<file path="src/rtl/qrow_argmax_arbiter.sv">
`default_nettype none
// ============================================================================
// Module      : qrow_argmax_arbiter
// Description : Two-port round-robin Q-table row reader with sequential
//               signed argmax over the four action values of a row.
// Revision    : 1.0 - initial release
// ============================================================================
module qrow_argmax_arbiter #(
  parameter int Q_WIDTH    = 16,
  parameter int ADDR_WIDTH = 8
) (
  input  logic                        clk,
  input  logic                        rst_n,
  input  logic                        req0,
  input  logic [ADDR_WIDTH-1:0]       addr0,
  input  logic                        req1,
  input  logic [ADDR_WIDTH-1:0]       addr1,
  output logic                        gnt0,
  output logic                        gnt1,
  output logic                        done0,
  output logic                        done1,
  output logic signed [Q_WIDTH-1:0]   max_q,
  output logic [1:0]                  max_act,
  output logic                        busy,
  output logic                        ram_rd_en,
  output logic [ADDR_WIDTH-1:0]       ram_addr,
  input  logic [Q_WIDTH*4-1:0]        ram_rd_data
);

  localparam logic [2:0] S_IDLE = 3'd0;
  localparam logic [2:0] S_RD   = 3'd1;
  localparam logic [2:0] S_WAIT = 3'd2;
  localparam logic [2:0] S_SCAN = 3'd3;
  localparam logic [2:0] S_DONE = 3'd4;

  logic [2:0]                r_state;
  logic [2:0]                w_state_nxt;

  logic                      r_sel;
  logic                      r_last_grant;
  logic [ADDR_WIDTH-1:0]     r_addr;
  logic [Q_WIDTH*4-1:0]      r_row;
  logic [1:0]                r_idx;
  logic signed [Q_WIDTH-1:0] r_cur_max;
  logic [1:0]                r_cur_act;

  logic                      w_any_req;
  logic                      w_win_sel;
  logic [ADDR_WIDTH-1:0]     w_win_addr;
  logic signed [Q_WIDTH-1:0] w_q [4];
  logic signed [Q_WIDTH-1:0] w_cand;
  logic signed [Q_WIDTH-1:0] w_scan_max;
  logic [1:0]                w_scan_act;

  // --------------------------------------------------------------------------
  // Arbitration: on contention the port that did not win last time is chosen
  // --------------------------------------------------------------------------
  always_comb begin
    w_any_req = req0 | req1;
    if (req0 && req1) begin
      w_win_sel = ~r_last_grant;
    end else begin
      w_win_sel = req1;
    end
    w_win_addr = w_win_sel ? addr1 : addr0;
  end

  generate
    for (genvar a = 0; a < 4; a++) begin : g_unpack
      assign w_q[a] = r_row[Q_WIDTH*a +: Q_WIDTH];
    end
  endgenerate

  // Strict compare keeps the lower index on ties.
  always_comb begin
    w_cand     = w_q[r_idx];
    w_scan_max = r_cur_max;
    w_scan_act = r_cur_act;
    if (r_idx == 2'd0) begin
      w_scan_max = w_cand;
      w_scan_act = 2'd0;
    end else if (w_cand > r_cur_max) begin
      w_scan_max = w_cand;
      w_scan_act = r_idx;
    end
  end

  // --------------------------------------------------------------------------
  // FSM: state register
  // --------------------------------------------------------------------------
  always_ff @(posedge clk or negedge rst_n) begin
    if (!rst_n) begin
      r_state <= S_IDLE;
    end else begin
      r_state <= w_state_nxt;
    end
  end

  // --------------------------------------------------------------------------
  // FSM: next-state logic
  // --------------------------------------------------------------------------
  always_comb begin
    w_state_nxt = r_state;
    case (r_state)
      S_IDLE: begin
        if (w_any_req) begin
          w_state_nxt = S_RD;
        end
      end
      S_RD:   w_state_nxt = S_WAIT;
      S_WAIT: w_state_nxt = S_SCAN;
      S_SCAN: begin
        if (r_idx == 2'd3) begin
          w_state_nxt = S_DONE;
        end
      end
      S_DONE:  w_state_nxt = S_IDLE;
      default: w_state_nxt = S_IDLE;
    endcase
  end

  // --------------------------------------------------------------------------
  // FSM: outputs (decoded from registered state only)
  // --------------------------------------------------------------------------
  always_comb begin
    gnt0      = 1'b0;
    gnt1      = 1'b0;
    done0     = 1'b0;
    done1     = 1'b0;
    ram_rd_en = 1'b0;
    busy      = (r_state != S_IDLE);
    case (r_state)
      S_RD: begin
        ram_rd_en = 1'b1;
        gnt0      = ~r_sel;
        gnt1      = r_sel;
      end
      S_DONE: begin
        done0 = ~r_sel;
        done1 = r_sel;
      end
      default: ;
    endcase
  end

  assign ram_addr = r_addr;

  // --------------------------------------------------------------------------
  // Request capture
  // --------------------------------------------------------------------------
  always_ff @(posedge clk or negedge rst_n) begin
    if (!rst_n) begin
      r_sel        <= 1'b0;
      r_last_grant <= 1'b1;
      r_addr       <= '0;
    end else if (r_state == S_IDLE && w_any_req) begin
      r_sel        <= w_win_sel;
      r_last_grant <= w_win_sel;
      r_addr       <= w_win_addr;
    end
  end

  // --------------------------------------------------------------------------
  // Row capture and sequential scan
  // --------------------------------------------------------------------------
  always_ff @(posedge clk or negedge rst_n) begin
    if (!rst_n) begin
      r_row     <= '0;
      r_idx     <= 2'd0;
      r_cur_max <= '0;
      r_cur_act <= 2'd0;
    end else begin
      if (r_state == S_WAIT) begin
        r_row <= ram_rd_data;
        r_idx <= 2'd0;
      end
      if (r_state == S_SCAN) begin
        r_cur_max <= w_scan_max;
        r_cur_act <= w_scan_act;
        r_idx     <= r_idx + 2'd1;
      end
    end
  end

  // Result registers load on the edge entering DONE and hold until the next one.
  always_ff @(posedge clk or negedge rst_n) begin
    if (!rst_n) begin
      max_q   <= '0;
      max_act <= 2'd0;
    end else if (r_state == S_SCAN && r_idx == 2'd3) begin
      max_q   <= w_scan_max;
      max_act <= w_scan_act;
    end
  end

endmodule
`default_nettype wire

</file>
<file path="config.mk">
export PLATFORM = sky130hd
export DESIGN_NAME = qrow_argmax_arbiter
export DESIGN_NICKNAME = d
export VERILOG_FILES = /design/src/rtl/qrow_argmax_arbiter.sv
export SDC_FILE = /design/constraint.sdc
export NUM_CORES = 1
export LEC_CHECK = 0
export ABC_AREA = 1
export CORE_MARGIN = 2
export CORE_UTILIZATION = 47
export CTS_CLUSTER_DIAMETER = 30
export DETAILED_ROUTE_END_ITERATION = 8
export HOLD_SLACK_MARGIN = 0.15
export PLACE_DENSITY = 0.77
export SLEW_MARGIN = 10
export SYNTH_ARGS = -nofsm -noshare
export SYNTH_HDL_FRONTEND = slang
export SYNTH_SLANG_ARGS = --single-unit
</file>
<file path="constraint.sdc">
create_clock -name clk -period 2.7 [get_ports clk]
set_input_delay 0.54 -clock clk [delete_from_list [all_inputs] [get_ports clk]]
set_output_delay 0.54 -clock clk [all_outputs]
set_load 0.01 [all_outputs]
</file>
==> results of run 1 <==
## area by class of cell
type                            count  area [um^2]
Clock buffer                       18          429
Clock inverter                     14          166
Fill cell                         852         3980
Inverter                           47          181
Multi-Input combinational cell    406         2670
Sequential cell                   115         2880
Tap cell                          147          184
Timing Repair Buffer              140         1520
## cells by family after synthesis
kind of cell,count (synthesis)
mux,64
simple gates,254
buf+inv,77
fa+ha+maj,18
flops,115
compound gates,70
## repair_timing
action,in CTS,in global routing
hold buffers,0,0
resized for setup,2,31
cloned,0,4
setup endpoints to repair,36,36
buffers inserted,0,7
hold endpoints to repair,0,0
pin swaps,0,8
## cell usage after synthesis (all sizes together), types with 2 or more instances
library cell / number / area, um^2
a21oi: 23 / 119
a32oi: 15 / 131
buf: 18 / 133
clkbuf: 10 / 37.5
clkinv: 2 / 7.51
dfrtp: 114 / 2850
ha: 18 / 225
inv: 45 / 169
mux2: 64 / 721
nand2: 169 / 722
nand3: 58 / 308
nand4: 3 / 18.8
nor2: 21 / 78.8
nor3: 3 / 31.3
o21ai: 29 / 145
## metal layers
layer	up-vias	wire, um	GRT usage
li1	2271	-	-
met1	2412	6610	0.334
met2	244	7860	0.378
met3	31	1060	0.0469
met4	0	320	0.0859
met5	-	0	0
## power breakdown
part           total [mW]  internal [mW]  switching, mW  leakage [nW]
logic                6.98           3.18           3.81          2.05
clock network        2.27           1.39          0.884         0.289
registers            3.21           2.63          0.572          1.36
total                12.5           7.20           5.26          3.70
## through the flow
stage / cells / setup TNS (ns) / utilization / area [um^2]
floorplan: 598 / 0 / - / 5770
CTS: 876 / 0 / 0.644 / 7730
global placement: 844 / 0 / 0.593 / 7120
finish: 887 / 0 / 0.668 / 8030
detailed placement: 844 / 0 / 0.593 / 7120
global route: 887 / -3.82 / 0.668 / 8030
## layout by cell type (no fill, tap or decap), types with 4 or more instances in the layout
| master | netlist | routed |
|---|---|---|
| a21oi_1 | 22 | 19 |
| a21oi_2 | 1 | 4 |
| a32oi_1 | 15 | 4 |
| a32oi_2 | 0 | 11 |
| buf_12 | 1 | 8 |
| buf_4 | 1 | 12 |
| clkbuf_16 | 0 | 21 |
| clkdlybuf4s50_1 | 0 | 114 |
| clkinv_4 | 0 | 4 |
| dfrtp_1 | 114 | 113 |
| ha_1 | 18 | 17 |
| inv_1 | 42 | 42 |
| inv_2 | 3 | 4 |
| inv_6 | 0 | 7 |
| mux2_2 | 64 | 64 |
| nand2_1 | 156 | 150 |
| nand2_2 | 2 | 8 |
| nand2_4 | 11 | 11 |
| nand3_1 | 56 | 51 |
| nand3_2 | 1 | 6 |
| nor2_1 | 21 | 21 |
| o21ai_0 | 28 | 28 |
## sequential cells by signal (all words and copies together), names as in the netlist
name and count:
max_act 2, max_q 16, r_cur_act 2, r_cur_max 16
r_idx 2, r_last_grant 1, r_row 64, r_sel 1
r_state 3, ram_addr 8
## worst max-delay path, cell delays in order, from the launching register on
cell and delay (ns):
dfrtp_2 0.46, clkinv_4 0.11, buf_12 0.12, nand2_1 0.07, a32oi_2 0.29, ha_1 0.30, a21oi_1 0.15, nor2_1 0.05
nor2_1 0.10, nand2_1 0.08, nand2_2 0.07, nand3_2 0.10, nand3_4 0.13, buf_12 0.16, nand3_1 0.15, nand3_1 0.15
nand2_1 0.05
## worst max-delay path by stage
stage	endpoint	slack (ns)	cells past startpoint
2_1_floorplan	r_cur_max[10]	0.16	17
3_3_place_gp	max_q[1]	0.11	16
3_5_place_dp	r_cur_act[1]	0.001	15
4_1_cts	r_cur_act[1]	0.01	18
5_1_grt	r_cur_max[5]	-0.16	18
6_report	r_cur_max[5]	0.02	16
==> impl_metrics.tcl, run 1 <==
set metrics [dict create \
    vias 4958 \
    drv_slew 0 \
    portBuffers 115 \
    status "complete, no violations" \
    skew_ns 0.0155 \
    arrival_ns 2.99 \
    hold_ws_ns 0.135 \
    synth_ff_type "dfrtp_1" \
    synth_top_family_by_area "simple AND/OR/NAND/NOR gates" \
    layout.nets 829 \
    dr.pass1.iters 7 \
    hold_viol 0 \
    areaGrowthSynthToFinish_pct 39.1 \
    p_total_mw 12.5 \
    ys_seq_area_frac 0.499 \
    start_util 0.480 \
    irDropWorstVdd_mv 0.799 \
    cts.sinks 115 \
    synth-xor-area-share 0 \
    clk_latency_ns 0.42 \
    setup_violations 0 \
    synthAdderAreaFrac 0.0390 \
    grt_pass1_wl_mm 24.8 \
    synthMuxAreaShare 0.125 \
    clk_pin_slew_ns 0.06 \
    drtIter0Drc 419 \
    final.setup.worst_slack_ns 0.0178 \
    gp_congestion 0.856 \
    syn_avg_cell_area_um2 9.65 \
    synth_compound_area_frac 0.0726 \
    pre_cts_slack_ns 0.00125 \
    ctsRootBufferMaster "clkbuf_16" \
    antenna-diode-count 0 \
    fin_crit_ns 2.68 \
    tritoncts "yes" \
    syn_inst 598 \
    cts_buffers 17 \
    antenna_found_initial 0 \
    critPathLaunchType "flop" \
    relSlewSlack 0.484 \
    vias_per_cell 5.59 \
    ys_types 33 \
    crit_fanout 18 \
    synth_edf_count 0 \
    critPathKind "reg2reg" \
    clock_path_buffers 2 \
    io_pins 116 \
    dieHeight_um 115 \
    synth_area_mm2 0.00577 \
    tightest_slew_ns 0.773 \
    async_reset_ff_frac 1.00 \
    wl_mm 15.9 \
    drc 0 \
    row_count 40 \
    worstReg2RegStart "r_idx[0]" \
    crit_start "r_idx[0]" \
    track_usage 0.240 \
    die_w_um 115 \
    drive_gt1_frac 0.232 \
    drv_cap 0 \
    yosys_warnings 0 \
    synth-simple-area-share 0.201 \
    wl_per_cell_um 17.9 \
    p_leak_nw 3.70 \
    end_kind "flop" \
    dpl.hpwl_mm 10.1 \
    grt_overflow 0 \
    hold_path_class "in2async" \
    syn_nets 700 \
    h-tree-depth 4 \
    power_density_mw_per_mm2 1550 \
    core_area_mm2 0.0120 \
    ys_seq_elements 115 \
    ant_nets 0 \
    fmax_ghz 0.373 \
    reg2reg_to "r_cur_max[5]" \
    fp.dieArea_mm2 0.0132 \
    worst-endpoint-required_ns 3.00 \
    grt_pass1_vias 4917 \
    finalCritPeriodShare 0.993 \
    grt_max_degree 57 \
    regToRegSetupSlack_ns 0.02 \
    reg2reg_depth 16 \
]
Note: power is estimated with default switching activity, not from simulation.
==> run 2, diff against run 1 <==
- ABC_AREA: 1 -> 0
- CTS_CLUSTER_SIZE: default -> 24
- MAX_ROUTING_LAYER: default -> met4
==> run 2 against run 1 <==
Net effect:
- the run now ends with setup timing left
- global-route usage is 0.067 points lower
- sequential cell count stayed put
- largest power group unchanged
- synthesized area is 1.3% higher
- clock skew is 0.0054 ns lower
- count of clock-buffer cells in the layout is 4 higher
- first-iteration DRC count is 33% lower
- final cell count is 5.7% lower
- critical path type unchanged
==> impl_metrics.tcl, run 2 <==
set metrics [dict create \
    crit_fanout 8 \
    irDropWorstVdd_mv 0.894 \
    layout.nets 757 \
    async_reset_ff_frac 1.00 \
    seq_power_share 0.207 \
    grt_setup_unrepaired "true" \
    clk_latency_ns 0.42 \
    p_leak_nw 3.73 \
    syn_avg_cell_area_um2 12.1 \
    track_usage 0.239 \
    regToRegSetupSlack_ns -0.27 \
    fmax_ghz 0.337 \
    hold_path_class "reg2reg" \
    ys_seq_area_frac 0.493 \
    worst-endpoint-required_ns 3.00 \
    ys_seq_elements 115 \
    vias 4527 \
    p_sw_mw 5.61 \
    yosys.area.top_type_share 0.488 \
    tritoncts "yes" \
    synth_top_cells_by_area "dfrtp_1 49%, mux2_2 14%, mux4_2 6.2%, ha_1 3.9%, mux2_4 2.3%" \
    finalCritPeriodShare 1.10 \
    final-instance-count-excl-fill 836 \
    drc 0 \
    grt_overflow 0 \
    dp_cells 778 \
    portBuffers 115 \
    drive_gt1_frac 0.349 \
    synth_commonest_cells "114 x dfrtp_1, 71 x mux2_2, 34 x nor2_1" \
    grt_pass1_wl_mm 23.7 \
    fin_crit_ns 2.97 \
    p_sw_frac 0.358 \
    largest_reg_flops 64 \
    dr.pass1.iters 4 \
    ctsRootBufferMaster "clkbuf_16" \
    ant_nets 0 \
    end_kind "flop" \
    wl_per_cell_um 17.8 \
    clock_path_buffers 2 \
    syn_nets 587 \
    reg_top3 "r_row x64, max_q x16, r_cur_max x16" \
    h-tree-depth 4 \
    final_util 0.723 \
    cts_buffers 17 \
    dpl.hpwl_mm 9.65 \
    row_count 40 \
    cts.sinks 115 \
    relSlewSlack 0.376 \
    grt_pass1_vias 4742 \
    combPwrFrac 0.646 \
    fp.dieArea_mm2 0.0133 \
    yosysTopAreaCell "dfrtp_1" \
    hold_ws_ns 0.503 \
    areaGrowthSynthToFinish_pct 49.3 \
    grt_max_degree 77 \
    status "finished, violations left" \
    violations "setup timing" \
    power_density_mw_per_mm2 1800 \
    critPathLaunchType "flop" \
    drv_slew 0 \
    drv_cap 0 \
    largest-register "r_row" \
    synth_edf_count 0 \
    drtIter0Drc 279 \
    setup_violations 36 \
    core_area_mm2 0.0121 \
    syn_inst 485 \
    gp_congestion 0.877 \
    fill_cells 787 \
    wl_mm 14.9 \
    antenna-diode-count 0 \
    yosysMostFrequentCell "dfrtp_1" \
    antenna_found_initial 0 \
    die_w_um 116 \
    ys_types 49 \
    final_common_cell "clkdlybuf4s50_1" \
    yosys_warnings 0 \
    clk_pin_slew_ns 0.05 \
    final_cell_mix "114 x clkdlybuf4s50_1, 113 x dfrtp_1, 64 x mux2_2" \
    critPathKind "reg2reg" \
    pre_cts_slack_ns -0.289 \
    internal-power_mw 10.1 \
    io_pins 116 \
    synth_ff_type "dfrtp_1" \
    hold_viol 0 \
    p_clk_frac 0.148 \
    skew_ns 0.0101 \
    vias_per_cell 5.42 \
    final.setup.worst_slack_ns -0.269 \
    dieHeight_um 116 \
    synth_area_mm2 0.00584 \
    tightest_slew_ns 0.933 \
    start_util 0.485 \
    arrival_ns 3.27 \
    p_total_mw 15.7 \
]
## run 2: changes by cell type in the layout (fill, tap and decap cells not counted), moves of 13 or more
cell / previous run / this run
a31oi_1: 1 / 17
buf_4: 12 / 43
inv_1: 42 / 22
mux2_4: 0 / 16
mux4_2: 0 / 16
nand2_1: 150 / 28
nand3_1: 51 / 2
nor2_1: 21 / 34
o211ai_1: 0 / 17
o21a_1: 0 / 15
o21ai_0: 28 / 2
## run 2: critical path, stage by stage (launching register included)
cell and delay (ns):
dfrtp_2 0.43, buf_12 0.15, buf_4 0.11, mux4_2 0.55, ha_4 0.20, a21oi_4 0.15
nor3_4 0.07, buf_4 0.14, buf_6 0.11, nor4_4 0.21, and4_4 0.29, buf_4 0.13
nor3_1 0.04, a32o_1 0.26
## run 2: cell families (layout without fill, tap and decap cells)
logic type               count (synthesis)  count (layout)  synth area share
multiplexers                           104             104             0.235
AND/OR/NAND/NOR                        112             112            0.0961
buffers and inverters                   54             237            0.0417
adder cells (fa/ha/maj)                 18              18            0.0385
AO/OA/AOI/OAI                           82              82            0.0957
flip-flops                             115             115             0.493
## run 2: worst paths after layout
check,end,start,cells past startpoint
min in group asynchronous,max_q[0],rst_n,2
max,r_cur_act[0],r_idx[0],13
min reg2reg,r_row[48],r_row[48],1
min,r_row[48],r_row[48],1
max in group asynchronous,r_row[9],rst_n,3
max reg2reg,r_cur_act[0],r_idx[0],13
## run 2: per-stage QoR
| stage | TNS (ns) | cell area [um^2] |
|---|---|---|
| 2_1_floorplan | -4.43 | 6000 |
| 3_3_place_gp | -6.52 | 7560 |
| 3_5_place_dp | -8.25 | 7560 |
| 4_1_cts | -7.43 | 8540 |
| 5_1_grt | -10.78 | 8720 |
| 6_report | -7.69 | 8720 |
## run 2: layout make-up
class                   count  area, um^2  area share
multi-input cells         316        3080       0.353
flip-flops and latches    115        2880       0.330
repair buffers            181        1860       0.213
clock buffers              22         454      0.0521
well taps                 168         210      0.0241
clock inverters            10         156      0.0179
inverters                  24        90.1      0.0103
## run 2: routing by layer
metal | share of wire | up-vias | global-route usage
met2 | 0.51 | 141 | 0.381
met4 | 0.021 | 0 | 0.0892
met5 | 0 | - | -
met1 | 0.43 | 2255 | 0.301
met3 | 0.041 | 26 | 0.0539
li1 | - | 2105 | -
## run 2: what timing repair did
action,in CTS,in global routing
setup endpoints to repair,36,36
endpoints found under the hold margin,39,0
gates resized for setup,41,26
buffers inserted,13,6
pin swaps,22,16
gates cloned,6,1
hold buffers,1,0
## run 2: power by group through the flow
stage	clock network, mW	registers (mW)	logic [mW]
3_5_place_dp	0	3.23	7.67
6_report	2.31	3.24	10.1
3_3_place_gp	0	3.18	7.48
5_1_grt	2.42	3.35	10.8
2_1_floorplan	0	3.12	5.62
4_1_cts	2.34	3.22	9.28
